File: config.mk
export PLATFORM = sky130hd
export DESIGN_NAME = imem_loader
export DESIGN_NICKNAME = d
export VERILOG_FILES = /design/src/rtl/mips_pkg.sv /design/src/rtl/word_packer.sv /design/src/rtl/imem_loader.sv
export SDC_FILE = /design/constraint.sdc
export NUM_CORES = 1
export LEC_CHECK = 0
export BUFFER_PORTS_ARGS = -buffer_cell sky130_fd_sc_hd__clkbuf_2
export CAP_MARGIN = 15
export CELL_PAD_IN_SITES_DETAIL_PLACEMENT = 1
export CELL_PAD_IN_SITES_GLOBAL_PLACEMENT = 1
export CORE_ASPECT_RATIO = 0.7
export CORE_MARGIN = 2
export CORE_UTILIZATION = 47
export DETAILED_ROUTE_END_ITERATION = 12
export PLACE_DENSITY_LB_ADDON = 0.2
export SETUP_SLACK_MARGIN = 0.02
export SLEW_MARGIN = 20
export SYNTH_ARGS = -nofsm -noshare
export SYNTH_HDL_FRONTEND = slang
export SYNTH_HIERARCHICAL = 1
export SYNTH_SLANG_ARGS = --single-unit
File: constraint.sdc
create_clock -name clk_i -period 2.6 [get_ports clk_i]
set_input_delay 0.13 -clock clk_i [delete_from_list [all_inputs] [get_ports clk_i]]
set_output_delay 0.13 -clock clk_i [all_outputs]
set_load 0.02 [all_outputs]
File: src/rtl/mips_pkg.sv
// Shared definitions for the instruction-memory boot loader: state encoding and framing constants.
package mips_pkg;

   localparam int unsigned BYTES_PER_WORD = 4;
   localparam int unsigned HDR_BYTES      = 2;
   localparam int unsigned BYTE_CNT_W     = $clog2(BYTES_PER_WORD);

   typedef enum logic [2:0] {
      ST_HDR_HI = 3'd0,
      ST_HDR_LO = 3'd1,
      ST_DATA   = 3'd2,
      ST_CSUM   = 3'd3,
      ST_DONE   = 3'd4,
      ST_ERR    = 3'd5
   } ld_state_e;

   // States in which the loader takes bytes from the host link
   function automatic logic accepts_bytes(input ld_state_e s);
      return (s == ST_HDR_HI) || (s == ST_HDR_LO) || (s == ST_DATA) || (s == ST_CSUM);
   endfunction

endpackage

File: src/rtl/word_packer.sv
// Packs a byte stream into big-endian 32-bit words; word_valid_c/word_c are combinational
// and valid in the cycle the fourth byte of a word is presented.
module word_packer
   import mips_pkg::*;
(
   input  logic        clk_i,
   input  logic        rst_n_i,
   input  logic        clr_i,
   input  logic [7:0]  byte_i,
   input  logic        byte_valid_i,
   output logic        word_valid_c,
   output logic [31:0] word_c
);

   logic [23:0]           shreg_q;
   logic [BYTE_CNT_W-1:0] cnt_q;

   // Earlier bytes shift toward the MSB so the first byte ends up in bits 31:24
   always_ff @(posedge clk_i or negedge rst_n_i) begin
      if (!rst_n_i) begin
         shreg_q <= '0;
         cnt_q   <= '0;
      end else if (clr_i) begin
         shreg_q <= '0;
         cnt_q   <= '0;
      end else if (byte_valid_i) begin
         shreg_q <= {shreg_q[15:0], byte_i};
         cnt_q   <= cnt_q + BYTE_CNT_W'(1);
      end
   end

   assign word_valid_c = byte_valid_i && (cnt_q == BYTE_CNT_W'(BYTES_PER_WORD - 1));
   assign word_c       = {shreg_q, byte_i};

endmodule

File: src/rtl/imem_loader.sv
// Boot-time instruction memory writer: byte stream -> word writes, core held in reset until loaded.
// Optional trailing checksum byte enabled by defining IMEM_LOADER_CSUM_EN.
module imem_loader
   import mips_pkg::*;
#(
   parameter int unsigned ADDR_SIZE = 10,
   parameter int unsigned WORD_SIZE = 32,
   parameter logic [31:0] BOOT_ADDR = 32'h0000_0000
) (
   input  logic                 clk_i,
   input  logic                 rst_n_i,
   input  logic [7:0]           rx_data_i,
   input  logic                 rx_valid_i,
   output logic                 rx_ready_o,
   input  logic                 reload_i,
   output logic                 we_o,
   output logic [ADDR_SIZE-1:0] waddr_o,
   output logic [WORD_SIZE-1:0] wdata_o,
   output logic                 cpu_rst_o,
   output logic                 done_o,
   output logic                 err_o
);

   localparam logic [ADDR_SIZE-1:0] BOOT_WADDR = ADDR_SIZE'(BOOT_ADDR);
   localparam logic [32:0]          DEPTH      = 33'(1) << ADDR_SIZE;
`ifdef IMEM_LOADER_CSUM_EN
   localparam ld_state_e END_ST = ST_CSUM;
`else
   localparam ld_state_e END_ST = ST_DONE;
`endif

   ld_state_e   state_q, state_d;
   logic [15:0] n_q;
   logic [15:0] word_cnt_q;
   logic        accept_c;
   logic        reload_c;
   logic        last_word_c;
   logic        pk_valid_c;
   logic [31:0] pk_word_c;
   logic [15:0] hdr_n_c;

   assign accept_c    = rx_valid_i && rx_ready_o;
   assign reload_c    = reload_i && (state_q == ST_DONE);
   assign hdr_n_c     = {n_q[15:8], rx_data_i};
   assign last_word_c = pk_valid_c && ((17'(word_cnt_q) + 17'd1) == 17'(n_q));

`ifdef IMEM_LOADER_CSUM_EN
   logic [7:0] csum_q;

   // Mod-256 sum of data bytes only; the header is not covered
   always_ff @(posedge clk_i or negedge rst_n_i) begin
      if (!rst_n_i) begin
         csum_q <= '0;
      end else if (reload_c) begin
         csum_q <= '0;
      end else if (accept_c && (state_q == ST_DATA)) begin
         csum_q <= csum_q + rx_data_i;
      end
   end
`endif

   word_packer u_packer (
      .clk_i        (clk_i),
      .rst_n_i      (rst_n_i),
      .clr_i        (reload_c),
      .byte_i       (rx_data_i),
      .byte_valid_i (accept_c && (state_q == ST_DATA)),
      .word_valid_c (pk_valid_c),
      .word_c       (pk_word_c)
   );

   always_ff @(posedge clk_i or negedge rst_n_i) begin
      if (!rst_n_i) begin
         state_q <= ST_HDR_HI;
      end else begin
         state_q <= state_d;
      end
   end

   always_comb begin
      state_d = state_q;
      unique case (state_q)
         ST_HDR_HI: if (accept_c) state_d = ST_HDR_LO;
         ST_HDR_LO: begin
            if (accept_c) begin
               if (hdr_n_c == 16'd0) begin
                  state_d = END_ST;
               end else if (33'(hdr_n_c) > DEPTH) begin
                  state_d = ST_ERR;
               end else begin
                  state_d = ST_DATA;
               end
            end
         end
         ST_DATA:   if (last_word_c) state_d = END_ST;
`ifdef IMEM_LOADER_CSUM_EN
         ST_CSUM: begin
            if (accept_c) state_d = (rx_data_i == csum_q) ? ST_DONE : ST_ERR;
         end
`endif
         ST_DONE:   if (reload_i) state_d = ST_HDR_HI;
         ST_ERR:    state_d = ST_ERR;
         default:   state_d = ST_ERR;
      endcase
   end

   // Status outputs registered from the next state so they change together with it
   always_ff @(posedge clk_i or negedge rst_n_i) begin
      if (!rst_n_i) begin
         rx_ready_o <= 1'b0;
         done_o     <= 1'b0;
         err_o      <= 1'b0;
         cpu_rst_o  <= 1'b1;
      end else begin
         rx_ready_o <= accepts_bytes(state_d);
         done_o     <= (state_d == ST_DONE);
         err_o      <= (state_d == ST_ERR);
         cpu_rst_o  <= (state_d != ST_DONE);
      end
   end

   // Write port: address advances after each strobe and wraps naturally at the RAM depth
   always_ff @(posedge clk_i or negedge rst_n_i) begin
      if (!rst_n_i) begin
         we_o    <= 1'b0;
         wdata_o <= '0;
         waddr_o <= BOOT_WADDR;
      end else begin
         we_o <= pk_valid_c;
         if (pk_valid_c) begin
            wdata_o <= WORD_SIZE'(pk_word_c);
         end
         if (reload_c) begin
            waddr_o <= BOOT_WADDR;
         end else if (we_o) begin
            waddr_o <= waddr_o + ADDR_SIZE'(1);
         end
      end
   end

   always_ff @(posedge clk_i or negedge rst_n_i) begin
      if (!rst_n_i) begin
         n_q        <= '0;
         word_cnt_q <= '0;
      end else begin
         if (accept_c && (state_q == ST_HDR_HI)) n_q[15:8] <= rx_data_i;
         if (accept_c && (state_q == ST_HDR_LO)) n_q[7:0]  <= rx_data_i;
         if (reload_c) begin
            word_cnt_q <= '0;
         end else if (pk_valid_c) begin
            word_cnt_q <= word_cnt_q + 16'd1;
         end
      end
   end

endmodule

Word-level counts from Yosys, hierarchy flattened
Cells that the tools add are included.

word-level totals
  bits in registers = 108
  logic and storage cells = 60
  input bits = 12
  output and inout port bits = 47

cells by class
  equality and inequality tests = 11
  reduce and logical (&&, ||, !) cells = 16
  mux-type cells = 15
  add/sub/neg operators = 4
  $lt $le $gt $ge = 1

operators with widths
  operator               number
  $mux 24                2
  $mux 16                2
  $mux 10                2
  $mux 3                 6
  $add 16x1->17 const B  1
  $eq 17x16->1           1
  $add 16x1->16 const B  1
  $gt 16x11->1 const B   1
  $logic_not 16->1       1
  $pmux 3 s4             1
  $add 10x1->10 const B  1
  $eq 3x2->1 const B     3
  $eq 3x3->1 const B     3
  $logic_and 1x1->1      7
  $eq 3x1->1 const B     2
  $logic_not 3->1        2
  $reduce_bool 2->1      3
  $mux 2                 2
  $logic_or 1x1->1       3
  $ne 3x3->1 const B     1
  $add 2x1->2 const B    1
  $eq 2x2->1 const B     1

Logic depth before layout (Yosys ltp)
  depth after elaboration = 10
  mapped depth = 11
  gate-level depth less buffers = 8

Hierarchy
Netlist, hierarchy kept.

by module, submodules not included
  module       instances  cells an instance  seq. area each (um^2)  area each (um^2)
  imem_loader  1          345                2053.2                 3972.6
  word_packer  1          94                 650.6                  1153.6

Least setup slack after synthesis
Ideal clock, no wire load.

  kind = register to register
  start = register rx_ready_o
  end = register word_cnt_q[15]
  data required time = 2.468 ns
  cell stages (with the launch flop) = 12
  buffers on the path = 3
  library setup time = 0.132 ns
  arrival time = 2.246 ns
  clock period less this slack = 2.377 ns
  slack = 0.223 ns
  cells stage by stage = dfrtp_1 nand2_1 nor3b_1 buf_6 buf_12 and2_1 clkbuf_1 nand3_1 nor3_1 and3_1 xnor2_1 nor2_1

between the ends
  cells in the longest elaborated chain, start to end = 4

ends and longest elaborated chain
  what                                line                RTL
  from (decl)                         imem_loader.sv:14   output logic rx_ready_o,
  from (signal assigned)              imem_loader.sv:115  rx_ready_o <= accepts_bytes(state_d);
  $logic_and 1x1->1                   imem_loader.sv:42   assign accept_c = rx_valid_i && rx_ready_o;
  $logic_and 1x1->1                   imem_loader.sv:67   .byte_valid_i (accept_c && (state_q == ST_DATA)),
  $logic_and 1x1->1                   word_packer.sv:32   assign word_valid_c = byte_valid_i && (cnt_q == BYTE_CNT_W'(BYTES_PER_WORD - 1));
  net pk_valid_c                      imem_loader.sv:38   logic pk_valid_c;
  $reduce_bool 2->1 (no source line)  --
  to (signal assigned)                imem_loader.sv:151  word_cnt_q <= word_cnt_q + 16'd1;
  to (decl)                           imem_loader.sv:34   logic [15:0] word_cnt_q;

The timed path passes the listed nets, and every way through them passes these cells.
A chain may end at the register's enable or synchronous reset.

Worst setup path in the final report
  start = register word_cnt_q[0]
  end = register state_q[1]

between the ends
  cells in the longest elaborated chain, start to end = 5

ends and longest elaborated chain
  what                  line               RTL
  $add 16x1->17         imem_loader.sv:45  assign last_word_c = pk_valid_c && ((17'(word_cnt_q) + 17'd1) == 17'(n_q));
  $eq 17x16->1          imem_loader.sv:45
  $logic_and 1x1->1     imem_loader.sv:45
  $mux 3                imem_loader.sv:95  ST_DATA: if (last_word_c) state_d = END_ST;
  $pmux 3 s4            imem_loader.sv:82  unique case (state_q)
  net state_d[1]        imem_loader.sv:32  ld_state_e state_q, state_d;
  to (signal assigned)  imem_loader.sv:76  state_q <= state_d;
  to (decl)             imem_loader.sv:32

The timed path passes the listed nets, and every way through them passes these cells.

==> results.cfg <==
[run_status]
status = completed

[critical_path]
worstPathArrival_ns = 2.60
cp.required_ns = 2.84
cp_top_family = simple AND/OR/NAND/NOR gates
endpoint_kind = flop
crit_type = flop to flop
ff2ff_setup_slack_ns = 0.23
crit_chain = ha_1, nand3_2, nor2_1, nand4b_1, o21ai_0, o2111a_1, nand3_1, a32o_1
crit_buf_inv = 0
crit_path_max_fanout = 8
crit_path_max_incr_delay_ns = 0.51
cpMaxStageDelayCell = dfrtp_1
start_kind = flop

[floorplan]
fp.dieArea_um2 = 11800
initial_core_util = 0.489
core_area_um2 = 10500
ios = 59
fp.dieW_um = 129
rows = 31
die_h_um = 91.4

[synth]
synth_ff_type = dfrtp_1
synth_top_area_frac = 0.522
syn_inst = 439
syn_area_um2 = 5130
async_flop_share = 1.00
syn_area_per_cell_um2 = 11.7
post-synth-top-area-cell = dfrtp_1
synth_edf_count = 0
yosysWarnings = 6
syn-num-nets = 454
yosys_register_bits = 108
synth-seq-area-share = 0.527
yosys-top-cells-area = dfrtp_1 (52%), mux2_2 (10%), mux2i_1 (5.7%)
synth_cell_type_count = 53

[cells_and_area]
nets = 498
n_antenna_cell = 0
syn_to_final_growth_pct = 12.3
drive_gt1_frac = 0.289

[placed_design]
io_buffer_count = 58
gp_congestion = 0.833
preCtsSetupSlack_ns = 0.256
dp_hpwl_mm = 8.20

[timing]
drv_slew = 0
fmax_mhz = 423
min_period_over_period = 0.910
setup_slack_ns = 0.233
finClkSkew_ns = 0.00702
maxSlewHeadroom = 0.510
post-route-min-period_ns = 2.37
tns_ns = 0
hold_viol = 0
rsz0062_at_grt = false
setup_viol = 0
tightest_slew_ns = 0.736

[global_route]
grt_antenna_before_repair = 0
grt_pass1_wl_mm = 19.6
grt_pass1_vias = 3588
grt_usage = 0.215
grt_max_degree = 56
gr-total-overflow = 0

[detailed_routing]
routed_wl_mm = 11.9
avgRoutedWirePerCell_um = 19.2
drtIter0Drc = 212
ant_nets = 0
drtPass1Iterations = 4
dr_total_vias = 3487
vias_per_cell = 5.62
drc = 0

[cts]
clock_path_buffers = 2
clk_pin_slew_ns = 0.08
clkLatencyLatePin_ns = 0.35
cts-root-buf = clkbuf_16
cts_tree = built
cts_resized = 0
cts_made_buffers = 9
cts_max_level = 3
cts_sinks = 108

[pwr]
ir_drop_uv = 371
leakage_nw = 2.71
powerDensity_nw_per_um2 = 821

[hold_path]
hold_class = input pin to flop

[job]
maxCapViolations = 0
-- metal layers --
metal / global-route usage / part of all wire / wire length, um / vias to the layer above
li1: - / - / - / 1592
met4: 0.0489 / 0.012 / 139 / 0
met3: 0.0507 / 0.043 / 510 / 12
met1: 0.314 / 0.49 / 5830 / 1811
met2: 0.327 / 0.46 / 5420 / 72
met5: 0 / 0 / 0 / -
-- state kept, by name (all words and copies together) (netlist names) --
register          count
wdata_o              32
n_q                  16
waddr_o              10
rx_ready_o            1
cpu_rst_o             1
state_q               3
we_o                  1
done_o                1
u_packer/shreg_q     24
err_o                 1
u_packer/cnt_q        2
word_cnt_q           16
-- timing repair --
action / CTS / global route
endpoints found under the hold margin: 53 / 0
hold buffers: 1 / 0
buffers inserted: 0 / 0
-- logic make-up after synthesis --
group | synth area share
AND/OR/NAND/NOR | 0.148
flip-flops | 0.527
multiplexers | 0.158
XOR/XNOR | 0.0786
buffers and inverters | 0.0439
AO/OA/AOI/OAI | 0.0373
adder cells (fa/ha/maj) | 0.00732
-- worst register-to-register path, delay by kind of cell (launching register included) --
family                     cells  cell delay (ns)
and+or+nand+nor                4             0.83
DFF                            1             0.51
adders and majority gates      1             0.30
AOI/OAI and AO/OA              3             0.62
-- path summary, 6_finish.rpt --
| kind | startpoint | endpoint | cells after the start |
|---|---|---|---|
| setup / recovery | word_cnt_q[0] | state_q[1] | 8 |
| min in group asynchronous | rst_n_i | waddr_o[6] | 2 |
| hold reg to reg | wdata_o[3] | wdata_o[3] | 1 |
| setup reg to reg | word_cnt_q[0] | state_q[1] | 8 |
| hold / removal | rx_data_i[7] | n_q[7] | 3 |
| max in group asynchronous | rst_n_i | u_packer/shreg_q[11] | 3 |
-- cell type report --
class	count	area (um^2)
sequential	108	2700
fill	1121	4720
tap	132	165
timing repair buffer	65	360
clock buffer	9	225
multi-input combinational	293	2210
clock inverter	7	68.8
inverter	6	22.5
-- through the flow --
stage	hold slack (ns)	util	std cells	instance area (um^2)	power, mW
CTS	0.0890	0.549	620	5750	4.78
floorplan	-0.166	-	439	5130	2.98
global route	0.111	0.549	620	5750	4.97
finish	0.109	0.549	620	5750	4.72
global placement	0.236	0.520	603	5450	3.32
detailed placement	0.243	0.520	603	5450	3.39
-- synth_stat cells (2+ instances only) --
cell and n:
buf_1 2, nand3_2 2, buf_2 10, buf_12 2, nor3b_1 3, o2111ai_1 2, or3_1 3, mux2i_1 29
a21oi_1 7, nor4_2 2, nor3_1 8, nand3_1 10, xor2_1 23, nand2_1 16, a31oi_1 3, nand4_1 9
mux2_2 46, clkbuf_1 9, nor2_1 59, and2_1 2, xnor2_1 23, inv_1 6, dfrtp_1 107, nor4_1 3
buf_4 8, ha_1 3, nor2b_1 4, o21ai_0 9, and3_1 5
-- cells in the final DEF, fill, tap and decap left out, types with 3 or more instances in the layout --
cell / synthesis / final
xor2_1: 23 / 23
inv_1: 6 / 6
a21oi_1: 7 / 7
nor2b_1: 4 / 4
ha_1: 3 / 3
mux2i_1: 29 / 29
nor2_1: 59 / 59
a31oi_1: 3 / 3
nand4_1: 9 / 9
mux2_2: 46 / 46
nand3_1: 10 / 10
nor3_1: 8 / 7
xnor2_1: 23 / 23
nor4_1: 3 / 3
o21ai_0: 9 / 9
buf_4: 8 / 6
clkbuf_2: 0 / 57
or3_1: 3 / 3
clkbuf_16: 0 / 9
dfrtp_1: 107 / 107
nand2_1: 16 / 16
and3_1: 5 / 5
-- power breakdown --
| group | internal [mW] | switching, mW |
|---|---|---|
| Sequential | 1.94 | 0.317 |
| Clock | 0.676 | 0.682 |
| Combinational | 0.478 | 0.628 |
| Total | 3.10 | 1.63 |
(Power assumes the default switching activity.)
